### src/rtl/sram_port_arbiter.sv
// sram_port_arbiter: shares one single-port synchronous-read SRAM between instruction fetch and data ports.
// Latency: grant in the request cycle (combinational); read data and rvalid exactly one cycle after grant.
// Backpressure: a denied grant is the requester's stall. Build option ARB_STARVE_GUARD_EN forces a fetch after MAX_WAIT denials.
module sram_port_arbiter #(
  parameter int AW       = 32,
  parameter int DW       = 32,
  parameter int MAX_WAIT = 4
) (
  input  logic            clk,
  input  logic            rst,
  // instruction fetch port (read only)
  input  logic            inst_req,
  input  logic [AW-1:0]   inst_addr,
  output logic            inst_gnt,
  output logic            inst_rvalid,
  output logic [DW-1:0]   inst_rdata,
  // data port (loads and byte-masked stores)
  input  logic            data_req,
  input  logic [DW/8-1:0] data_wen,
  input  logic [AW-1:0]   data_addr,
  input  logic [DW-1:0]   data_wdata,
  output logic            data_gnt,
  output logic            data_rvalid,
  output logic [DW-1:0]   data_rdata,
  // unified SRAM
  output logic            mem_en,
  output logic [DW/8-1:0] mem_wen,
  output logic [AW-1:0]   mem_addr,
  output logic [DW-1:0]   mem_wdata,
  input  logic [DW-1:0]   mem_rdata
);

  localparam int BW = DW / 8;

  // Who owns the SRAM read data arriving this cycle.
  typedef enum logic [1:0] {
    OWN_NONE = 2'd0,
    OWN_INST = 2'd1,
    OWN_DATA = 2'd2
  } owner_e;

  owner_e owner;
  owner_e owner_nxt;

  logic inst_pri;   // fetch has waited long enough to override data priority
  logic inst_win;
  logic data_win;
  logic data_rd;

`ifdef ARB_STARVE_GUARD_EN
  localparam int            CW       = $clog2(MAX_WAIT + 1);
  localparam logic [CW-1:0] WAIT_LIM = CW'(MAX_WAIT);

  logic [CW-1:0] wait_cnt;

  assign inst_pri = (wait_cnt == WAIT_LIM);

  // Count consecutive denied fetch cycles; saturate at the limit, clear on grant or idle.
  always_ff @(posedge clk or posedge rst) begin
    if (rst) begin
      wait_cnt <= '0;
    end else if (!inst_req || inst_gnt) begin
      wait_cnt <= '0;
    end else if (wait_cnt != WAIT_LIM) begin
      wait_cnt <= wait_cnt + CW'(1);
    end
  end
`else
  // Without the guard data has strict priority; MAX_WAIT (always >= 1) has no effect.
  assign inst_pri = (MAX_WAIT < 0);
`endif

  // Pick at most one winner: data by default, fetch when alone or when starved.
  always_comb begin
    inst_win = 1'b0;
    data_win = 1'b0;
    if (inst_req && (!data_req || inst_pri)) begin
      inst_win = 1'b1;
    end else if (data_req) begin
      data_win = 1'b1;
    end
  end

  assign inst_gnt = inst_win;
  assign data_gnt = data_win;
  assign data_rd  = data_win && (data_wen == '0);

  // Steer the winner onto the SRAM; fetches never write.
  always_comb begin
    mem_en    = 1'b0;
    mem_wen   = '0;
    mem_addr  = '0;
    mem_wdata = '0;
    if (inst_win) begin
      mem_en   = 1'b1;
      mem_addr = inst_addr;
    end else if (data_win) begin
      mem_en    = 1'b1;
      mem_wen   = data_wen;
      mem_addr  = data_addr;
      mem_wdata = data_wdata;
    end
  end

  // Response owner register; reset drops any in-flight response at once.
  always_ff @(posedge clk or posedge rst) begin
    if (rst) begin
      owner <= OWN_NONE;
    end else begin
      owner <= owner_nxt;
    end
  end

  // Next owner: the read granted this cycle; stores complete at grant and return nothing.
  always_comb begin
    owner_nxt = OWN_NONE;
    if (inst_win) begin
      owner_nxt = OWN_INST;
    end else if (data_rd) begin
      owner_nxt = OWN_DATA;
    end
  end

  assign inst_rvalid = (owner == OWN_INST);
  assign data_rvalid = (owner == OWN_DATA);

  // Read data is shared; the rvalid tells each side whether it is theirs.
  assign inst_rdata = mem_rdata;
  assign data_rdata = mem_rdata;

  // Byte-lane count is only meaningful for whole-byte data widths.
  logic [BW-1:0] unused_lane_chk;
  assign unused_lane_chk = mem_wen;

endmodule
### config.mk
export PLATFORM = sky130hd
export DESIGN_NAME = sram_port_arbiter
export DESIGN_NICKNAME = d
export VERILOG_FILES = /design/src/rtl/sram_port_arbiter.sv
export SDC_FILE = /design/constraint.sdc
export NUM_CORES = 1
export LEC_CHECK = 0
export BUFFER_PORTS_ARGS = -buffer_cell sky130_fd_sc_hd__buf_2
export CORE_AREA = 2 2 107 109
export DETAILED_ROUTE_END_ITERATION = 6
export DIE_AREA = 0 0 109 111
export PLACE_DENSITY_LB_ADDON = 0.15
export SETUP_SLACK_MARGIN = 0.1
export SKIP_CTS_REPAIR_TIMING = 1
export SKIP_LAST_GASP = 1
export SYNTH_ARGS = -nofsm -noshare
export SYNTH_HDL_FRONTEND = slang
export SYNTH_SLANG_ARGS = --single-unit
### constraint.sdc
create_clock -name clk -period 2 [get_ports clk]
set_input_delay 0.1 -clock clk [delete_from_list [all_inputs] [get_ports clk]]
set_output_delay 0.1 -clock clk [all_outputs]
set_load 0.05 [all_outputs]
=== After elaboration in Yosys (flattened, before gate mapping) ===
Index checks and enable logic that the tools add are counted.

* Mux-type cells: 13
* Equality and inequality tests: 2
* Reductions and logical operators: 4

{| class="wikitable"
|+ Operators by type and width
! kind !! count
|-
| 32-bit 2-to-1 mux || 4
|-
| 4-bit 2-to-1 mux || 2
|-
| 1-bit 2-to-1 mux || 5
|-
| 4-bit logical NOT || 1
|-
| 2-bit 2-to-1 mux || 2
|-
| 2-bit by 1-bit equality test with 1-bit output (second input constant) || 1
|-
| 2-bit equality test (second input constant) || 1
|-
| 1-bit logical AND || 2
|-
| 1-bit logical NOT || 1
|}

* Bits of input ports: 136
* Register bits after elaboration: 2
* Output and inout bits: 137

=== Depth between registers and ports, before layout ===
* Word-level depth: 6
* Mapped depth: 5
* Mapped depth without buffers: 2

=== Worst setup path after synthesis ===
Ideal clock, no wire load.

* Path type: input -> output
* Start point: input data_req
* End point: output mem_addr[22]
* Cell stages on the path: 5
* Setup slack: 0.791 ns
* Required time: 1.900 ns
* Arrival: 1.109 ns
* Path buffers: 3
* Path through: buf_4 > nor2b_2 > buf_6 > buf_6 > a22o_1

* Elaborated cells between the ends (all ways): 7
* Classes of those cells: mux: 5; reduce/logical: 2

{| class="wikitable"
|+ RTL lines
! what !! line !! RTL
|-
| from (decl) || 18 || <nowiki>input logic data_req,</nowiki>
|-
| 1-bit logical NOT || 77 || <nowiki>if (inst_req && (!data_req || inst_pri)) begin</nowiki>
|-
| 1-bit logical AND || 77 ||
|-
| 1-bit 2-to-1 mux || 77 ||
|-
| via inst_gnt || 14 || <nowiki>output logic inst_gnt,</nowiki>
|-
| 32-bit 2-to-1 mux || 94 || <nowiki>if (inst_win) begin</nowiki>
|-
| to (decl) || 28 || <nowiki>output logic [AW-1:0] mem_addr,</nowiki>
|}

The timed path passes the listed nets, and every way through them passes these cells.

=== Worst setup path after layout ===
* Start point: input data_req
* End point: output mem_addr[10]

* Word-level cells in the longest chain between the ends: 5
* Elaborated cells between the ends (all ways): 7
* Classes of those cells: mux: 5; reduce/logical: 2

{| class="wikitable"
|+ RTL lines
! what !! line !! RTL
|-
| 1-bit logical NOT || 77 ||
|-
| 1-bit logical AND || 77 ||
|-
| 1-bit 2-to-1 mux || 77 ||
|-
| 32-bit 2-to-1 mux || 97 || <nowiki>end else if (data_win) begin</nowiki>
|-
| 32-bit 2-to-1 mux * || 94 ||
|}

Every way passes the cells marked *; elsewhere a longest branch is shown, timed or not.

==> flow_metrics.py <==
metrics = {
    "run_status": {
        "outcome": "complete, no violations",
    },
    "cells_and_area": {
        "nNetsFinal": 398,
        "largestRegisters": "owner: 2 flops",
        "area_growth_syn_to_layout_pct": 51.8,
        "drive_gt1_frac": 0.708,
        "regMostFlops": "owner",
        "largest_reg_flops": 2,
        "num_antenna_cells": 0,
        "final_cell_mix": "buf_2 (176), and2_1 (37), a22o_1 (32)",
        "layout_commonest_cell": "buf_2",
    },
    "clock_network": {
        "clock_path_buffers": 2,
        "clk_pin_slew_ns": 0.03,
        "cts_root_buf": "clkbuf_16",
        "htreeDepth": 1,
        "cts.sink_count": 2,
        "cts_tree": "done",
        "cts_made_buffers": 3,
    },
    "detailed_routing": {
        "drt-total-wl_um": 4340,
        "initialDrtViolationCount": 14,
        "ant_nets": 0,
        "via_per_inst": 3.41,
        "first_pass_iters": 4,
        "wl_per_cell_um": 10.8,
        "drc": 0,
        "vias": 1375,
    },
    "sta": {
        "tightest_slew_ns": 0.381,
        "tns_ns": 0,
        "timing.slew.headroom": 0.746,
        "drv_slew": 0,
        "fin_ws_ns": 0.757,
        "fin_crit_sh": 0.621,
        "fin_crit_ns": 1.24,
        "grt_setup_unrepaired": "no",
        "fmax_mhz": 805,
        "setup_viol": 0,
        "hold_viol_final": 0,
    },
    "yosys": {
        "yosysSeqAreaShare": 0.0430,
        "yosys.area_share.simple": 0.228,
        "synth_top_family_by_area": "buffers and inverters",
        "synth_warnings": 0,
        "syn-num-nets": 290,
        "synth.largest_area_cell": "buf_4",
        "synth_compound_area_frac": 0.241,
        "synth_top_cell_area_share": 0.419,
        "synth-adder-area-share": 0,
        "synth_xor_area_frac": 0,
        "yosys_register_bits": 2,
        "avgSynthCellArea_um2": 7.56,
        "yosys-mux-area-fraction": 0,
        "synth.area.top_cells": "buf_4 (42%), a22o_1 (24%), and2_1 (20%), dfrtp_1 (4.3%), buf_6 (3.9%)",
        "netlist_instances": 154,
        "synth.cell_area_um2": 1160,
        "ys_types": 12,
    },
    "job": {
        "cap_violations": 0,
    },
    "setup_path": {
        "worst-endpoint-required_ns": 1.90,
        "endpoint_kind": "output port",
        "crit_arrival_ns": 1.14,
        "start_kind": "primary input",
        "worstPathMaxFanout": 34,
        "criticalPathCategory": "primary input to output port",
    },
    "global_route": {
        "antenna_found_initial": 0,
        "grt_pass1_vias": 1232,
        "grt_max_degree": 44,
        "grt_pass1_wl_um": 6090,
        "grt-ovfl-total": 0,
        "grt_usage": 0.0641,
    },
    "worst_hold_path": {
        "hp-class": "primary input to flop",
    },
    "place": {
        "dp_hpwl_um": 3530,
        "port_buffers": 176,
        "gp_congestion": 0.666,
        "pre_cts_slack_ns": 0.730,
    },
    "pwr": {
        "power_leakage_nw": 1.06,
        "ir_drop_mv": 0.157,
        "p_clk_frac": 0.310,
        "p_sw_frac": 0.496,
        "p_comb_frac": 0.646,
        "powerDensity_nw_per_um2": 548,
        "p_int_w": 0.000487,
        "seq_power_share": 0.044,
        "p_sw_w": 0.000480,
    },
    "die": {
        "die_width_um": 109,
        "rows": 39,
        "pin_count": 273,
        "core-area_um2": 11100,
        "die_area_um2": 12100,
        "start_util": 0.105,
        "die_y_um": 111,
    },
}
## through the flow
step | area [um^2] | hold slack, ns | utilization | total power (W) | std cells
2_1_floorplan | 1160 | -0.159 | - | 0.000831 | 154
6_report | 1770 | 0.186 | 0.159 | 0.000967 | 403
5_1_grt | 1770 | 0.200 | 0.159 | 0.00101 | 403
3_5_place_dp | 1680 | -0.0425 | 0.152 | 0.000673 | 399
3_3_place_gp | 1680 | -0.0460 | 0.152 | 0.000674 | 399
4_1_cts | 1760 | -0.272 | 0.159 | 0.000981 | 402
## Yosys cell counts
cell type	number
inv_1	1
clkbuf_1	7
or2_2	1
dfrtp_1	2
and2_1	37
nor2b_2	1
a22o_1	32
nor2b_1	2
buf_6	4
buf_2	1
buf_4	65
nor4_1	1
## final cells by class
type                            instances  area, um^2
Clock buffer                            3        75.1
Fill cell                            1276        9310
Sequential cell                         2        50.0
Tap cell                              143         179
Inverter                                1        3.75
Multi-Input combinational cell         74         546
Timing Repair Buffer                  180         913
## critical path, stage by stage
cell and delay [ns]:
buf_2 0.13, nor2b_2 0.10, buf_4 0.34, a22o_1 0.20, buf_2 0.26
## worst paths after layout
path | depth (start not counted) | slack [ns] | startpoint | endpoint
min in group asynchronous | 3 | 0.30 | rst | owner[0]$_DFF_PP0_
worst max-delay path | 5 | 0.76 | data_req | mem_addr[10]
worst min-delay path | 3 | 0.19 | data_wen[1] | owner[1]$_DFF_PP0_
max in group asynchronous | 3 | 1.60 | rst | owner[1]$_DFF_PP0_
## power groups by stage
stage / Sequential, W / Combinational (W) / Clock [W]
5_1_grt: 0.0000431 / 0.000661 / 0.000308
3_5_place_dp: 0.0000431 / 0.000630 / 0
4_1_cts: 0.0000427 / 0.000631 / 0.000307
3_3_place_gp: 0.0000431 / 0.000631 / 0
6_report: 0.0000427 / 0.000625 / 0.000300
2_1_floorplan: 0.0000430 / 0.000788 / 0
## routing by layer
layer | GRT usage | routed length, um
met1 | 0.0591 | 1390
met2 | 0.123 | 2240
met3 | 0.0118 | 522
met4 | 0.0427 | 190
met5 | 0 | 0
## cells by family after synthesis
group | Yosys count
DFF | 2
buffers and inverters | 78
AOI/OAI and AO/OA | 32
and+or+nand+nor | 42
Note: power is estimated with default switching activity, not from simulation.
